`src/rtl/tc_alu_pkg.sv`:
```
// Shared encodings for the sequential two's-complement ALU.
// Holds the operation codes and the controller state enumeration.
package tc_alu_pkg;

  typedef enum logic [1:0] {
    OP_ADD = 2'b00,
    OP_SUB = 2'b01,
    OP_MUL = 2'b10,
    OP_NEG = 2'b11
  } op_e;

  typedef enum logic [1:0] {
    IDLE = 2'b00,
    EXEC = 2'b01,
    MUL  = 2'b10,
    DONE = 2'b11
  } state_e;

endpackage

```
`src/rtl/tc_mul_seq.sv`:
```
// Unsigned shift-add multiplier: one partial product per clock for width clocks.
// Loads magnitudes on start; done pulses for one cycle once product is final.
module tc_mul_seq #(
  parameter int width = 11
) (
  input  logic                 clock,
  input  logic                 reset_n,
  input  logic                 start,
  input  logic [width-1:0]     mag_a,
  input  logic [width-1:0]     mag_b,
  output logic [2*width-1:0]   product,
  output logic                 done
);

  localparam int cw = $clog2(width) + 1;

  logic [2*width-1:0] mcand;
  logic [width-1:0]   mplier;
  logic [cw-1:0]      count;
  logic               active;

  // Multiplicand shifts left and multiplier right, so bit 0 of mplier selects each partial product.
  always_ff @(posedge clock or negedge reset_n) begin
    if (!reset_n) begin
      mcand   <= '0;
      mplier  <= '0;
      count   <= '0;
      active  <= 1'b0;
      product <= '0;
      done    <= 1'b0;
    end else begin
      done <= 1'b0;
      if (start) begin
        mcand   <= {{width{1'b0}}, mag_a};
        mplier  <= mag_b;
        product <= '0;
        count   <= '0;
        active  <= 1'b1;
      end else if (active) begin
        if (mplier[0]) begin
          product <= product + mcand;
        end
        mcand  <= mcand << 1;
        mplier <= mplier >> 1;
        count  <= count + cw'(1);
        if (count == cw'(width - 1)) begin
          active <= 1'b0;
          done   <= 1'b1;
        end
      end
    end
  end

endmodule

```
`src/rtl/tc_alu_seq.sv`:
```
// Sequential two's-complement ALU: add, subtract, negate in EXEC; multiply
// via the shift-add sub-module with sign applied on the magnitude product.
module tc_alu_seq
  import tc_alu_pkg::*;
#(
  parameter int width = 11
) (
  input  logic             Clock,
  input  logic             Reset_n,
  input  logic             Start,
  input  logic [1:0]       Op,
  input  logic [width-1:0] A,
  input  logic [width-1:0] B,
  output logic [width-1:0] Result,
  output logic             Overflow,
  output logic             Busy,
  output logic             Done
);

  state_e             state;
  op_e                op_q;
  logic [width-1:0]   a_q;
  logic [width-1:0]   b_q;
  logic               sign_q;
  logic [width:0]     wide_q;
  logic               exec_phase;

  logic [width:0]     exact;
  logic [width-1:0]   mag_a;
  logic [width-1:0]   mag_b;
  logic               mul_go;
  logic [2*width-1:0] mul_product;
  logic               mul_done;
  logic [2*width-1:0] prod_signed;
  logic [width:0]     prod_upper;
  logic               mul_ovf;

  function automatic logic [width-1:0] mag(input logic [width-1:0] v);
    return v[width-1] ? (~v + width'(1)) : v;
  endfunction

  assign mag_a  = mag(A);
  assign mag_b  = mag(B);
  assign mul_go = (state == IDLE) && Start && (Op == OP_MUL);

  always_comb begin
    exact = '0;
    case (op_q)
      OP_ADD:  exact = {a_q[width-1], a_q} + {b_q[width-1], b_q};
      OP_SUB:  exact = {a_q[width-1], a_q} - {b_q[width-1], b_q};
      default: exact = (width+1)'(0) - {a_q[width-1], a_q};
    endcase
  end

  // A zero product stays positive zero, so the sign only applies to non-zero magnitudes.
  assign prod_signed = (sign_q && (mul_product != '0)) ? ((2*width)'(0) - mul_product) : mul_product;
  assign prod_upper  = prod_signed[2*width-1:width-1];
  assign mul_ovf     = !((&prod_upper) || (prod_upper == '0));

  tc_mul_seq #(.width(width)) u_mul (
    .clock   (Clock),
    .reset_n (Reset_n),
    .start   (mul_go),
    .mag_a   (mag_a),
    .mag_b   (mag_b),
    .product (mul_product),
    .done    (mul_done)
  );

  // The width+1 exact value gets its own register stage before Result is updated.
  always_ff @(posedge Clock or negedge Reset_n) begin
    if (!Reset_n) begin
      state      <= IDLE;
      op_q       <= OP_ADD;
      a_q        <= '0;
      b_q        <= '0;
      sign_q     <= 1'b0;
      wide_q     <= '0;
      exec_phase <= 1'b0;
      Result     <= '0;
      Overflow   <= 1'b0;
      Busy       <= 1'b0;
      Done       <= 1'b0;
    end else begin
      Done <= 1'b0;
      case (state)
        IDLE: begin
          if (Start) begin
            a_q        <= A;
            b_q        <= B;
            op_q       <= op_e'(Op);
            sign_q     <= A[width-1] ^ B[width-1];
            exec_phase <= 1'b0;
            Busy       <= 1'b1;
            state      <= (Op == OP_MUL) ? MUL : EXEC;
          end
        end
        EXEC: begin
          if (!exec_phase) begin
            wide_q     <= exact;
            exec_phase <= 1'b1;
          end else begin
            Result   <= wide_q[width-1:0];
            Overflow <= wide_q[width] ^ wide_q[width-1];
            Done     <= 1'b1;
            state    <= DONE;
          end
        end
        MUL: begin
          if (mul_done) begin
            Result   <= prod_signed[width-1:0];
            Overflow <= mul_ovf;
            Done     <= 1'b1;
            state    <= DONE;
          end
        end
        default: begin
          Busy  <= 1'b0;
          state <= IDLE;
        end
      endcase
    end
  end

endmodule

```
`config.mk`:
```
export PLATFORM = sky130hd
export DESIGN_NAME = tc_alu_seq
export DESIGN_NICKNAME = d
export VERILOG_FILES = /design/src/rtl/tc_alu_pkg.sv /design/src/rtl/tc_mul_seq.sv /design/src/rtl/tc_alu_seq.sv
export SDC_FILE = /design/constraint.sdc
export NUM_CORES = 1
export LEC_CHECK = 0
export ABC_CLOCK_PERIOD_IN_PS = 3600
export BUFFER_PORTS_ARGS = -buffer_cell sky130_fd_sc_hd__clkbuf_2
export CAP_MARGIN = 25
export CELL_PAD_IN_SITES_DETAIL_PLACEMENT = 2
export CELL_PAD_IN_SITES_GLOBAL_PLACEMENT = 2
export CORE_MARGIN = 10
export CORE_UTILIZATION = 39
export DETAILED_ROUTE_END_ITERATION = 12
export PLACE_DENSITY = 0.9
export SYNTH_ARGS = -nofsm -noshare
export SYNTH_HDL_FRONTEND = slang
export SYNTH_SLANG_ARGS = --single-unit
```
`constraint.sdc`:
```
create_clock -name Clock -period 3.6 [get_ports Clock]
set_clock_uncertainty 0.05 [all_clocks]
set_input_delay 0.54 -clock Clock [delete_from_list [all_inputs] [get_ports Clock]]
set_output_delay 0.54 -clock Clock [all_outputs]
set_load 0.02 [all_outputs]
```
-- Word-level counts from Yosys, hierarchy flattened
Cells that the tools add are included.
Widths: inputs -> output; s select.
- bits in registers: 116
- input bits: 27
- output and inout port bits: 14
- logic and storage cells: 98
- $add $sub $neg: 8
- eq/ne operators: 8
- multiplexer cells: 37
- bitwise operators: 6
- reductions and logical operators: 22
- operators by type and width (cell ; count):
    $mux 22 ; 6
    $mux 11 ; 6
    $pmux 12 s2 ; 1
    $add 11x1->11 const B ; 2
    $add 22x22->22 ; 1
    $not 11->11 ; 2
    $pmux 11 s2 ; 1
    $reduce_bool 22->1 ; 1
    $sub 1x22->22 const A ; 1
    $add 11x11->12 ; 1
    $logic_not 12->1 ; 1
    $mux 1 ; 12
    $reduce_and 12->1 ; 1
    $sub 1x11->12 const A ; 1
    $sub 11x11->12 ; 1
    $mux 5 ; 2
    $reduce_and 2->1 ; 5
    $mux 2 ; 4
    $pmux 1 s2 ; 4
    $reduce_bool 2->1 ; 4
    $pmux 2 s3 ; 1
    $reduce_and 3->1 ; 2
    $add 5x1->5 const B ; 1
    $eq 5x4->1 const B ; 1
    11 further kinds ; 19

-- Longest topological paths before layout
- depth in word-level cells: 8
- mapped depth: 14
- depth with buffers taken out: 14

-- By module
Synthesis repeated with hierarchy kept, for this count alone.
- cell total of the unflattened synthesis: 905
- area, all modules: 7938.9 um^2
- by module, submodules not included (module ; times used ; cells an instance ; area an instance (um^2) ; seq. area each (um^2)):
    tc_alu_seq ; 1 ; 512 ; 4270.3 ; 1351.3
    tc_mul_seq ; 1 ; 393 ; 3668.5 ; 1551.5

-- Worst setup path before layout
No wires, ideal clock.
- kind: register -> register
- start point: register op_q[1]
- end point: register wide_q[9]
- library setup time: 0.083 ns
- arrival time: 2.902 ns
- data required time: 3.467 ns
- setup slack: 0.565 ns
- stages on the path, launching flop included: 14
- buffers on the path: 1
- clock period less this slack: 3.035 ns
- cells stage by stage: dfrtp_1 -> nor2b_1 -> clkbuf_1 -> mux2i_1 -> ha_1 -> nor2b_1 -> o21ai_0 -> a21boi_0 -> o211ai_1 -> a21oi_1 -> a2111oi_0 -> xnor2_1 -> o21ai_0 -> o21ai_0
- cells in the longest elaborated chain, start to end: 2
- elaborated cells on any way between the ends: 3
- classes of those cells: eq/ne (1); mux (1); reduce/logical (1)
- ends and longest elaborated chain (item ; RTL line ; RTL):
    start, declared ; tc_alu_seq.sv:21 ; op_e op_q;
    start signal, assigned ; tc_alu_seq.sv:91 ; op_q <= op_e'(Op);
    $eq 2x1->1 / $logic_not 2->1 (equally long branches) ; tc_alu_seq.sv:48 ; case (op_q)
    $pmux 12 s2 (*) ; tc_alu_seq.sv:48 ;
    end signal, assigned ; tc_alu_seq.sv:100 ; wide_q <= exact;
    end, declared ; tc_alu_seq.sv:25 ; logic [width:0] wide_q;
Every way passes the cells marked *; elsewhere a longest branch is shown, timed or not.
A chain may end at the register's enable or synchronous reset.

-- Final worst setup path
- start point: register b_q[0]
- end point: register wide_q[10]
- cells in the longest elaborated chain, start to end: 2
- elaborated cells on any way between the ends: 3
- classes of those cells: add/sub (2); mux (1)
- ends and longest elaborated chain (item ; RTL line ; RTL):
    start, declared ; tc_alu_seq.sv:23 ; logic [width-1:0] b_q;
    start signal, assigned ; tc_alu_seq.sv:76 ; b_q <= '0;
    start signal, assigned ; tc_alu_seq.sv:90 ; b_q <= B;
    $sub 11x11->12 / $add 11x11->12 (equally long branches) ; tc_alu_seq.sv:50, tc_alu_seq.sv:49 ;
    $pmux 12 s2 (*) ; tc_alu_seq.sv:48 ;
Marks and branches as above.

==> flow_metrics.tcl <==
set metrics [dict create \
    ctsHoldBuffers 0 \
    io_pins 41 \
    critical_path.max_fanout 4 \
    grt_pass1_wl_mm 51.70 \
    fill_cells 2123 \
    dp.final_hpwl_mm 20.22 \
    layout.nets 996 \
    cts_tree "built" \
    powerDensity_mw_per_mm2 1182 \
    slew_headroom_pct 33.59 \
    routed_wl_mm 33.06 \
    post_drt_wl_per_cell_um 27.55 \
    first_global_vias 8401 \
    max_clock_freq_mhz 288.8 \
    clock_path_buffers 2 \
    multiInputGateArea_mm2 0.004693 \
    crit_type "reg2reg" \
    drive_gt1_share_pct 14.87 \
    fin_crit_sh_pct 96.17 \
    critPathArrivalTime_ns 3.74 \
    dieArea_mm2 0.02604 \
    gp_congestion 0.8285 \
    core_mm2 0.01959 \
    synthFlopType "dfrtp_1" \
    grt_usage_pct 25.45 \
    grt_max_degree 56 \
    syn_nets 956 \
    synth_area_mm2 0.007794 \
    drcViolationCount 0 \
    layout_min_cycle_time_ns 3.462 \
    overflow 0 \
    detail-route-antenna-nets 0 \
    seq_area_mm2 0.002905 \
    insertion_delay_ns 0.44 \
    drv_slew 0 \
    drt_first_pass_iters 5 \
    p_leak_uw 0.004060 \
    numCtsBuffers 17 \
    die_h_um 161.4 \
    worst_setup_path_start_kind "flop" \
    synth_edf_count 0 \
    dr.first_iter.drc_count 580 \
    chipWidth_um 161.4 \
    ys_seq_area_share_pct 37.25 \
    outcome "finished clean" \
    num_rows 51 \
    synth-seq-cells 116 \
    htreeDepth 4 \
    synthDistinctLibCells 70 \
    vias_per_cell 6.175 \
    cts_root_buffer "clkbuf_16" \
    io_buffers 40 \
    endpoint_kind "flop" \
    ys_warn_count 0 \
    layout.cell_area.non_filler_mm2 0.009025 \
    power.total_uw 10670 \
    tightest_slew_ns 0.9938 \
    ir_drop_uv 423.6 \
    avgSynthCellArea_um2 8.816 \
    cts_sinks 116 \
    antenna_found_initial 0 \
    drv_cap 0 \
    final_util_pct 46.07 \
    required_ns 3.87 \
    vias 7410 \
    final-setup-viol-count 0 \
    start_util_pct 39.78 \
    antenna_cells 0 \
    hold_viol_final 0 \
    dpl-instance-area_mm2 0.008318 \
    synthCells 884 \
    syn_to_final_growth_pct 15.80 \
    tns_ns 0 \
    grt_setup_unrepaired "false" \
    async_flop_share_pct 100.0 \
    hold_path_class "in2async" \
    clkSlewWorstSetupHoldPaths_ns 0.06 \
]
==> final timing paths <==
path | start | to | slack [ns] | cells past startpoint
min in group Clock | B[0] | u_mul.mplier[0] | 0.32 | 3
worst min-delay path | Reset_n | u_mul.mcand[19] | 0.12 | 1
worst max-delay path | b_q[0] | wide_q[10] | 0.14 | 14
max in group asynchronous | Reset_n | Result[4] | 2.56 | 2
worst max register to register | b_q[0] | wide_q[10] | 0.14 | 14
worst min register to register | Result[10] | Result[10] | 0.42 | 2
==> routing by layer <==
| metal | vias to the layer above | part of all wire (%) | GRT usage, % |
|---|---|---|---|
| met5 | - | 0 | 0 |
| met4 | 0 | 4.7 | 13.69 |
| met3 | 131 | 5.9 | 5.872 |
| met2 | 321 | 50 | 42.95 |
| met1 | 3767 | 40 | 29.34 |
| li1 | 3191 | - | - |
==> logic make-up after synthesis <==
family | Yosys count | synth area share, %
compound gates | 225 | 17.16
xor+xnor | 75 | 8.525
fa+ha+maj | 45 | 7.417
buf+inv | 68 | 3.484
flops | 116 | 37.25
mux | 60 | 8.027
simple gates | 295 | 18.14
==> timing repair <==
action / 4_1_cts / 5_1_grt
buffers inserted: 1 / 3
setup endpoints to repair: 5 / 9
pin swaps: 1 / 3
gates resized for setup: 6 / 12
==> state kept, by name, indices dropped and copies added (netlist names), 2 cells and up <==
signal and cells:
b_q 11, op_q 2, u_mul.product 22, u_mul.mplier 11, wide_q 12, state 2
u_mul.mcand 22, Result 11, a_q 11, u_mul.count 5
==> worst max-delay path: stages, from the launching register on <==
cell and delay (ns):
dfrtp_2 0.44, inv_1 0.09, ha_1 0.25, nand2b_1 0.13
nor4_2 0.35, nor2_1 0.14, xnor2_1 0.23, ha_1 0.33
or2_2 0.31, a21oi_1 0.17, a21oi_1 0.10, a21o_1 0.20
a21oi_1 0.22, xor2_1 0.23, o31ai_1 0.09
==> per-stage QoR <==
stage,worst slack (ns),hold slack (ns),instances
floorplan,0.5651,0.1944,884
global placement,0.3990,0.4107,1166
detailed placement,0.1724,0.4198,1166
CTS,0.02556,0.1444,1197
global route,0.001500,0.1842,1200
finish,0.1379,0.1221,1200
==> final cells by class <==
cell class | count | area share [%]
clock inverters | 8 | 1.386
multi-input cells | 700 | 52.00
flip-flops and latches | 116 | 32.19
clock buffers | 22 | 5.365
repair buffers | 63 | 4.298
well taps | 265 | 3.674
inverters | 26 | 1.081
==> cell usage after synthesis, types with 8 or more instances <==
cell      instances  area share [%]
nor3_1           19             1.2
xnor2_1          52             5.8
mux2_2           20             2.9
nand2_1         118             5.7
ha_1             43             6.9
nor4_1            9            0.72
nor2_1           71             3.4
inv_1            25             1.2
clkbuf_1         35             1.7
or3_1             9            0.72
o21ai_0          91             5.8
xor2_1           22             2.5
nor2b_1          11            0.88
dfrtp_1         116              37
nand3_1           8            0.51
nand2b_1          8            0.64
a21oi_1          68             4.4
mux2i_1          40             5.1
==> layout by cell type, fill, tap and decap left out, drive strengths merged, types with 4 or more instances in the layout <==
master    count
nor2         72
nand3b        5
xnor2        53
nand3         8
nor4          9
a211oi        7
o21a          4
dfrtp       116
or3           9
a21oi        68
and2          5
inv          25
nor2b        11
clkbuf       61
nand2b        8
or4           7
o21bai        5
mux2         20
nor3b         4
buf          24
nor3         20
o21ai        92
a21o          6
mux2i        40
nand2       118
a31oi         7
nand4         4
xor2         22
clkinvlp      4
ha           43
o31ai         8
==> where the power goes <==
group          switching [uW]  leakage, uW  internal [uW]  total (uW)
Combinational            3780      0.00230           2320        6100
Sequential                859      0.00147           1870        2730
Clock                     686     0.000286           1150        1840
Note: power is estimated with default switching activity, not from simulation.
